### src/rtl/pipe_stage_chain.sv
// ---------------------------------------------------------------------------
// pipe_stage_chain
//   Parametrised elastic pipeline-register chain. It replaces hand-written
//   per-stage pipeline registers (IF/ID, ID/EX, ...). Each of the STAGES
//   stages holds WIDTH payload bits plus a valid bit. Per-stage stall and
//   flush masks are supported, and bubbles collapse: a held stage only
//   blocks the stages that are full behind it, never the empty ones.
//
//   Optional feature: define PIPE_STAGE_CHAIN_STATS_EN to add the saturating
//   xfer_count / block_count statistics outputs.
//
// Parameters
//   WIDTH        payload bits per stage
//   STAGES       number of register stages (>=1); 0 = input side
//   CNT_W        occupancy width, always $clog2(STAGES+1) (not a parameter)
//
// Ports
//   clk          rising-edge clock
//   rst          synchronous reset, active-high
//   in_valid     upstream offers in_data
//   in_data      upstream payload
//   in_ready     chain accepts in_data this cycle (no in_valid dependence)
//   out_valid    last stage holds a valid item
//   out_data     payload of the last stage
//   out_ready    downstream consumes out_data this cycle
//   stall_mask   bit i=1: stage i keeps its item this cycle
//   flush_mask   bit i=1: stage i is empty after this edge
//   stage_valid  valid bit of every stage
//   occupancy    number of valid stages (registered with the valid bits)
//   xfer_count   [STATS_EN] output transfers, saturating
//   block_count  [STATS_EN] cycles with in_valid & ~in_ready, saturating
// ---------------------------------------------------------------------------
module pipe_stage_chain #(
  parameter int WIDTH  = 32,
  parameter int STAGES = 4
) (
  input  logic                             clk,
  input  logic                             rst,
  input  logic                             in_valid,
  input  logic [WIDTH-1:0]                 in_data,
  output logic                             in_ready,
  output logic                             out_valid,
  output logic [WIDTH-1:0]                 out_data,
  input  logic                             out_ready,
  input  logic [STAGES-1:0]                stall_mask,
  input  logic [STAGES-1:0]                flush_mask,
  output logic [STAGES-1:0]                stage_valid,
  output logic [$clog2(STAGES+1)-1:0]      occupancy
`ifdef PIPE_STAGE_CHAIN_STATS_EN
  ,
  output logic [31:0]                      xfer_count,
  output logic [31:0]                      block_count
`endif
);

  localparam int CNT_W = $clog2(STAGES + 1);

  logic [STAGES-1:0] valid_q;
  logic [STAGES-1:0] valid_nxt;
  logic [STAGES-1:0] move;      // stage i releases its item this cycle
  logic [STAGES-1:0] load;      // stage i captures the item from upstream
  logic [STAGES:0]   acc;       // acc[i]: stage i can take a new item
  logic [WIDTH-1:0]  data_q [STAGES];
  logic [CNT_W-1:0]  occ_q;
  logic [CNT_W-1:0]  occ_nxt;

  // Ready ripples from the output back to the input. An empty stage is
  // always able to accept, which is what makes bubbles collapse.
  always_comb begin
    // NOTE: every variable gets a default before any conditional update so
    // no path leaves it unassigned and no latch is inferred.
    acc       = '0;
    move      = '0;
    load      = '0;
    valid_nxt = valid_q;
    occ_nxt   = '0;

    acc[STAGES] = out_ready;
    for (int i = STAGES - 1; i >= 0; i--) begin
      move[i] = valid_q[i] & ~stall_mask[i] & acc[i+1];
      acc[i]  = ~valid_q[i] | move[i];
    end

    load[0] = in_valid & acc[0];
    for (int i = 1; i < STAGES; i++) begin
      load[i] = move[i-1];
    end

    // Flush wins over a load; the stage's own outgoing item has already
    // been accounted for in move[] and still lands downstream.
    for (int i = 0; i < STAGES; i++) begin
      if (flush_mask[i])  valid_nxt[i] = 1'b0;
      else if (load[i])   valid_nxt[i] = 1'b1;
      else if (move[i])   valid_nxt[i] = 1'b0;
    end

    // Count from the next-state bits so occupancy tracks stage_valid exactly.
    for (int i = 0; i < STAGES; i++) begin
      occ_nxt = occ_nxt + CNT_W'(valid_nxt[i]);
    end
  end

  // NOTE: sequential state uses non-blocking assignments so every register
  // samples the pre-edge values regardless of statement order.
  always_ff @(posedge clk) begin
    if (rst) begin
      valid_q <= '0;
      occ_q   <= '0;
      // NOTE: the stage data registers are cleared on reset because out_data
      // must read zero after reset; they are flops, not a RAM.
      for (int i = 0; i < STAGES; i++) begin
        data_q[i] <= '0;
      end
    end else begin
      valid_q <= valid_nxt;
      occ_q   <= occ_nxt;

      if (flush_mask[0])  data_q[0] <= '0;
      else if (load[0])   data_q[0] <= in_data;

      for (int i = 1; i < STAGES; i++) begin
        if (flush_mask[i])  data_q[i] <= '0;
        else if (load[i])   data_q[i] <= data_q[i-1];
      end
    end
  end

  assign in_ready    = acc[0];
  assign out_valid   = valid_q[STAGES-1];
  assign out_data    = data_q[STAGES-1];
  assign stage_valid = valid_q;
  assign occupancy   = occ_q;

`ifdef PIPE_STAGE_CHAIN_STATS_EN
  always_ff @(posedge clk) begin
    if (rst) begin
      xfer_count  <= '0;
      block_count <= '0;
    end else begin
      if (move[STAGES-1] && (xfer_count != 32'hFFFF_FFFF)) begin
        xfer_count <= xfer_count + 32'd1;
      end
      if (in_valid && !acc[0] && (block_count != 32'hFFFF_FFFF)) begin
        block_count <= block_count + 32'd1;
      end
    end
  end
`endif

endmodule

### config.mk
export PLATFORM = sky130hd
export DESIGN_NAME = pipe_stage_chain
export DESIGN_NICKNAME = d
export VERILOG_FILES = /design/src/rtl/pipe_stage_chain.sv
export SDC_FILE = /design/constraint.sdc
export NUM_CORES = 1
export LEC_CHECK = 0
export CORE_UTILIZATION = 50
export DETAILED_ROUTE_END_ITERATION = 8
export DONT_BUFFER_PORTS = 1
export GPL_TIMING_DRIVEN = 0
export PLACE_DENSITY = 0.66
export RECOVER_POWER = 100
export SYNTH_ARGS = -nofsm -noshare
export SYNTH_HDL_FRONTEND = slang
export SYNTH_SLANG_ARGS = --single-unit
### constraint.sdc
create_clock -name clk -period 6.4 [get_ports clk]
set_clock_uncertainty 0.05 [all_clocks]
set_input_delay 1.6 -clock clk [delete_from_list [all_inputs] [get_ports clk]]
set_output_delay 1.6 -clock clk [all_outputs]
set_load 0.02 [all_outputs]
-- Word-level counts from Yosys, hierarchy flattened
Memories as Yosys holds them, arrays and structs flattened.
Index checks and enable logic that the tools add are counted.
- multiplexer cells: 50
- bitwise operators: 29
- $add $sub $neg: 3
- operator list (cell ; number):
    $mux 32 ; 8
    $mux 1 ; 42
    $or 1x1->1 ; 12
    $and 1x1->1 ; 9
    $not 1->1 ; 8
    $add 2x1->3 ; 1
    $add 3x1->3 ; 1
    $add 1x1->2 ; 1
- flip-flop bits (word level): 7
- input bits: 44
- memories kept: 1
- output and inout port bits: 41
- word-level logic and storage cells: 85
- bits in writable memories: 128
- memory list (name ; words ; width ; read ports ; clocked after memory_dff ; write ports ; RTL line ; RTL):
    data_q ; 4 ; 32 ; 4 ; 0 ; 4 ; 63 ; logic [WIDTH-1:0] data_q [STAGES];

-- Longest topological paths before layout
- depth after elaboration: 16
- depth in mapped cells: 9
- depth with buffers taken out: 9

-- Worst setup path after synthesis
Ideal clock, no wire load.
- path kind: input-to-reg
- from: in stall_mask[3]
- to: mem data_q[1][0], enable pin
- library setup time: 0.466 ns
- buffers on the path: 0
- cell stages on the path: 4
- setup slack: 1.353 ns
- required time: 5.884 ns
- arrival: 4.532 ns
- cells stage by stage: nand2b_1 -> a31o_4 -> and2_1 -> o21ai_0
- RTL lines (item ; RTL line ; RTL):
    start: declaration ; 45 ; input logic [STAGES-1:0] stall_mask,
    end: declaration ; 63 ;

-- Worst setup path after layout
- from: in stall_mask[3]
- to: out in_ready
- cells in the longest elaborated chain, start to end: 10
- RTL lines (item ; RTL line ; RTL):
    $not 1->1 ; 80 ; move[i] = valid_q[i] & ~stall_mask[i] & acc[i+1];
    $and 1x1->1 (2 in a row) ; 80 ;
    $or 1x1->1 ; 81 ; acc[i] = ~valid_q[i] | move[i];
    $and 1x1->1 ; 80 ;
    $or 1x1->1 ; 81 ;
    $and 1x1->1 ; 80 ;
    $or 1x1->1 ; 81 ;
    $and 1x1->1 ; 80 ;
    $or 1x1->1 ; 81 ;
    end: declaration ; 41 ; output logic in_ready,
No other way between the ends.

==> impl.org <==
** Synth
- In this run the mean area of a mapped cell was 16.10 µm².
- Post-synth design cell area :: 0.005231 mm²
- Post-synthesis sequential area ratio :: 76.15%
- Synthesis produced 325 cells.
- By area the synthesized netlist is led by sky130_fd_sc_hd__edfxtp_1 (73%), sky130_fd_sc_hd__and2_1 (15%), sky130_fd_sc_hd__dfxtp_1 (2.7%).
- Synth area leader :: sky130_fd_sc_hd__edfxtp_1
- The synthesized design devotes to its leading area cell type 73.48% of total area.
- Warnings from Yosys :: 0
- The synthesized design contains 135 register bits.
- Post-synth cell types :: 29
- When the netlist entered floorplanning its net count stood at 372.

** Worst setup path
- CP Capture Type :: output pin
- STA classifies the critical path startpoint as an input port.
- Worst-path maximum fanout :: 4
- The worst setup path is of the in2out kind.
- Data on the critical path arrives at its endpoint at 2890 ps.
- Data required, critical path :: 4750 ps

** Detailed routing
- For this block, the routed nets add up to 6842 µm of wire.
- DRC violations left :: 0
- The detailed router placed 2343 vias in this run.
- Initial DRC Count :: 72
- Dividing the detail-routed via count by the number of cells gives 4.753.
- Post-route ant nets :: 0
- Before antenna repair, the detailed router went through 4 iterations.
- Mean routed wirelength per cell :: 13.88 µm

** STA
- The final-report max-slew violation count was 33.
- Of the available clock period, the critical path in the final layout requires 70.98%.
- Final number of setup-violating endpoints :: 0
- Adding up every negative setup slack in the final design gives 0 ps.
- Derived from the worst setup path, the maximum achievable clock frequency is 220.1 MHz.
- Transition time of the tightest slew-check pin :: 1588 ps
- Total count of hold-check failures in the final report :: 0
- In this run the tightest slew margin relative to its limit is -5.899%.
- Final period demand of the worst path :: 4542 ps
- Setup repair after global routing missed its margin :: no
- On the final layout, the worst hold slack is 459.5 ps.

** CTS
- Buffers added to address setup during post-CTS repair amount to 0.
- Gates resized during post-CTS repair numbered 0.
- Hold repair after CTS inserted 0 buffers.
- TritonCTS built the clock tree.
- The clock passes through at most 2 buffers.
- For this design, the sink count on the clock tree is 135.
- Clock edge transition at the registers on the reported setup and hold paths :: 60 ps
- H-tree levels :: 4
- In this run, CTS created clock tree buffers numbering 17.
- Clock latency of the later-clocked register in the worst-skew pair :: 510 ps
- The root buffer cell chosen for the clock tree is sky130_fd_sc_hd__clkbuf_8.

** Place
- Once detailed placement completed, the half-perimeter wirelength came to 4741 µm.
- During placement, the flow inserted port buffers numbering 0.
- Global placer's final weighted congestion :: 0.7328
- The placed instances occupy a cell area of 0.005465 mm².
- The number of placed instances, taps included, is 461.

** Min path
- Path category of the worst min-delay check :: reg2reg

** Cells and area
- Share of post-route cells with drive strength above 1 :: 9.444%
- Once layout is complete, the utilization of the core stands at 59.80%.
- Relative to the synthesized area, the layout overhead comes to 13.80%.
- The number of antenna diodes in the final layout is 0.
- Post-route cell area :: 0.005953 mm²
- The finished layout holds 493 standard cells, fillers aside.
- Post-layout net count :: 394

** Floorplanning
- Once the floorplan was initialized, standard cells occupied 52.55% of the core.
- Row generation in the floorplan step produced 36 rows.
- From left edge to right edge, the die measures 104.3 µm.
- Height of the chip :: 104.3 µm
- Placeable core region :: 0.009955 mm²
- I/O pin count :: 85
- Die area :: 0.01088 mm²

** Power and ir drop
- Maximum vdd drop :: 172.9 µV
- In this run the static leakage power is 0.002220 µW.
- Power Dens Cells :: 341.3 mW/mm²

** Status
- The checks that failed: capacitance limit, slew limit.
- The flow ran to the end, but the final reports show violations.

** GRT
- The number of global-route vias before repair came to 2243.
- Global routing used 13.98% of the available tracks.
- Entering global routing, the biggest net connects 33 pins.
- Wire length of the first global-routing pass :: 11320 µm
- Global route overflow :: 0
- The number of antenna violations at the first check in global routing came to 0.

** Flow run
- Max-cap violations :: 1
## through the flow
step                      setup slack, ps  total power, µW
after floorplan                      1353             1071
after global placement              644.2             1082
after detailed placement             1883             1087
after CTS                            1875             2054
after global routing                 1775             2092
final                                1858             2032
## sequential cells by signal, indices dropped and copies added (netlist names)
register / flops
stage_valid: 4
occupancy: 3
data_q: 128
## cell families (layout without fill, tap and decap cells)
group,count (synthesis),after routing,share of synthesized area [%]
AO/OA/AOI/OAI,18,18,3.635
adder cells (fa/ha/maj),3,3,0.8610
buffers and inverters,17,52,1.363
flip-flops,135,135,76.15
AND/OR/NAND/NOR,152,152,17.99
## worst max-delay path, cell delays in order
cell and delay [ps]:
sky130_fd_sc_hd__nand2b_1 180, sky130_fd_sc_hd__a31o_1 310, sky130_fd_sc_hd__and2_0 260, sky130_fd_sc_hd__o21ai_0 540
## synthesized netlist by cell type, drive strengths merged
cell type and number:
nor2b 4, and2 130, nor4b 1, a211oi 2, inv 3, o31ai 1
nand2 3, fa 1, o221ai 1, dfxtp 7, or3 1, a2111oi 2
nand2b 4, a21o 3, clkbuf 13, buf 1, edfxtp 128, nor3 1
a21oi 2, nor2 5, nand3 1, or2 2, a211o 2, o21ai 3
a31o 1, a21boi 1, ha 2
## power by group
group | total (µW) | switching, µW | leakage, µW | internal [µW]
clock | 969 | 341 | 0.000287 | 628
combinational | 32.6 | 23.9 | 0.000431 | 8.72
sequential | 1030 | 22.7 | 0.00150 | 1010
## path summary, 6_finish.rpt
kind         cells after the start           start            end  slack [ps]
min                              1   data_q[2][18]  data_q[3][18]         460
min reg2reg                      1   data_q[2][18]  data_q[3][18]         460
max                              4   stall_mask[3]       in_ready        1860
max reg2reg                      6  stage_valid[2]   data_q[1][0]        3210
## per-layer routing
| metal | track usage [%] | share of wire, % | up-vias |
|---|---|---|---|
| met4 | 7.551 | 1.7 | 0 |
| li1 | - | - | 1190 |
| met2 | 19.06 | 42 | 83 |
| met1 | 18.62 | 50 | 1059 |
| met5 | 0 | 0 | - |
| met3 | 6.266 | 6.1 | 11 |
## placed cells by master, fill, tap and decap left out, drive strengths merged, types with 3 or more instances in the layout
master	n
clkbuf	35
dfxtp	7
and2	130
edfxtp	128
nor2b	4
nand2	3
clkinv	8
inv	3
nor2	5
nand2b	4
a21o	3
bufinv	4
o21ai	3
## cell type report
| cell class | count | area (µm²) |
|---|---|---|
| inverters | 3 | 11.26 |
| plain buffers | 14 | 52.55 |
| fillers | 752 | 4001 |
| clock inverters | 14 | 182.7 |
| well taps | 133 | 166.4 |
| flip-flops and latches | 135 | 3984 |
| repair buffers | 3 | 11.26 |
| clock buffers | 18 | 417.9 |
| multi-input cells | 173 | 1127 |
Power figures use the tool's default switching activity.
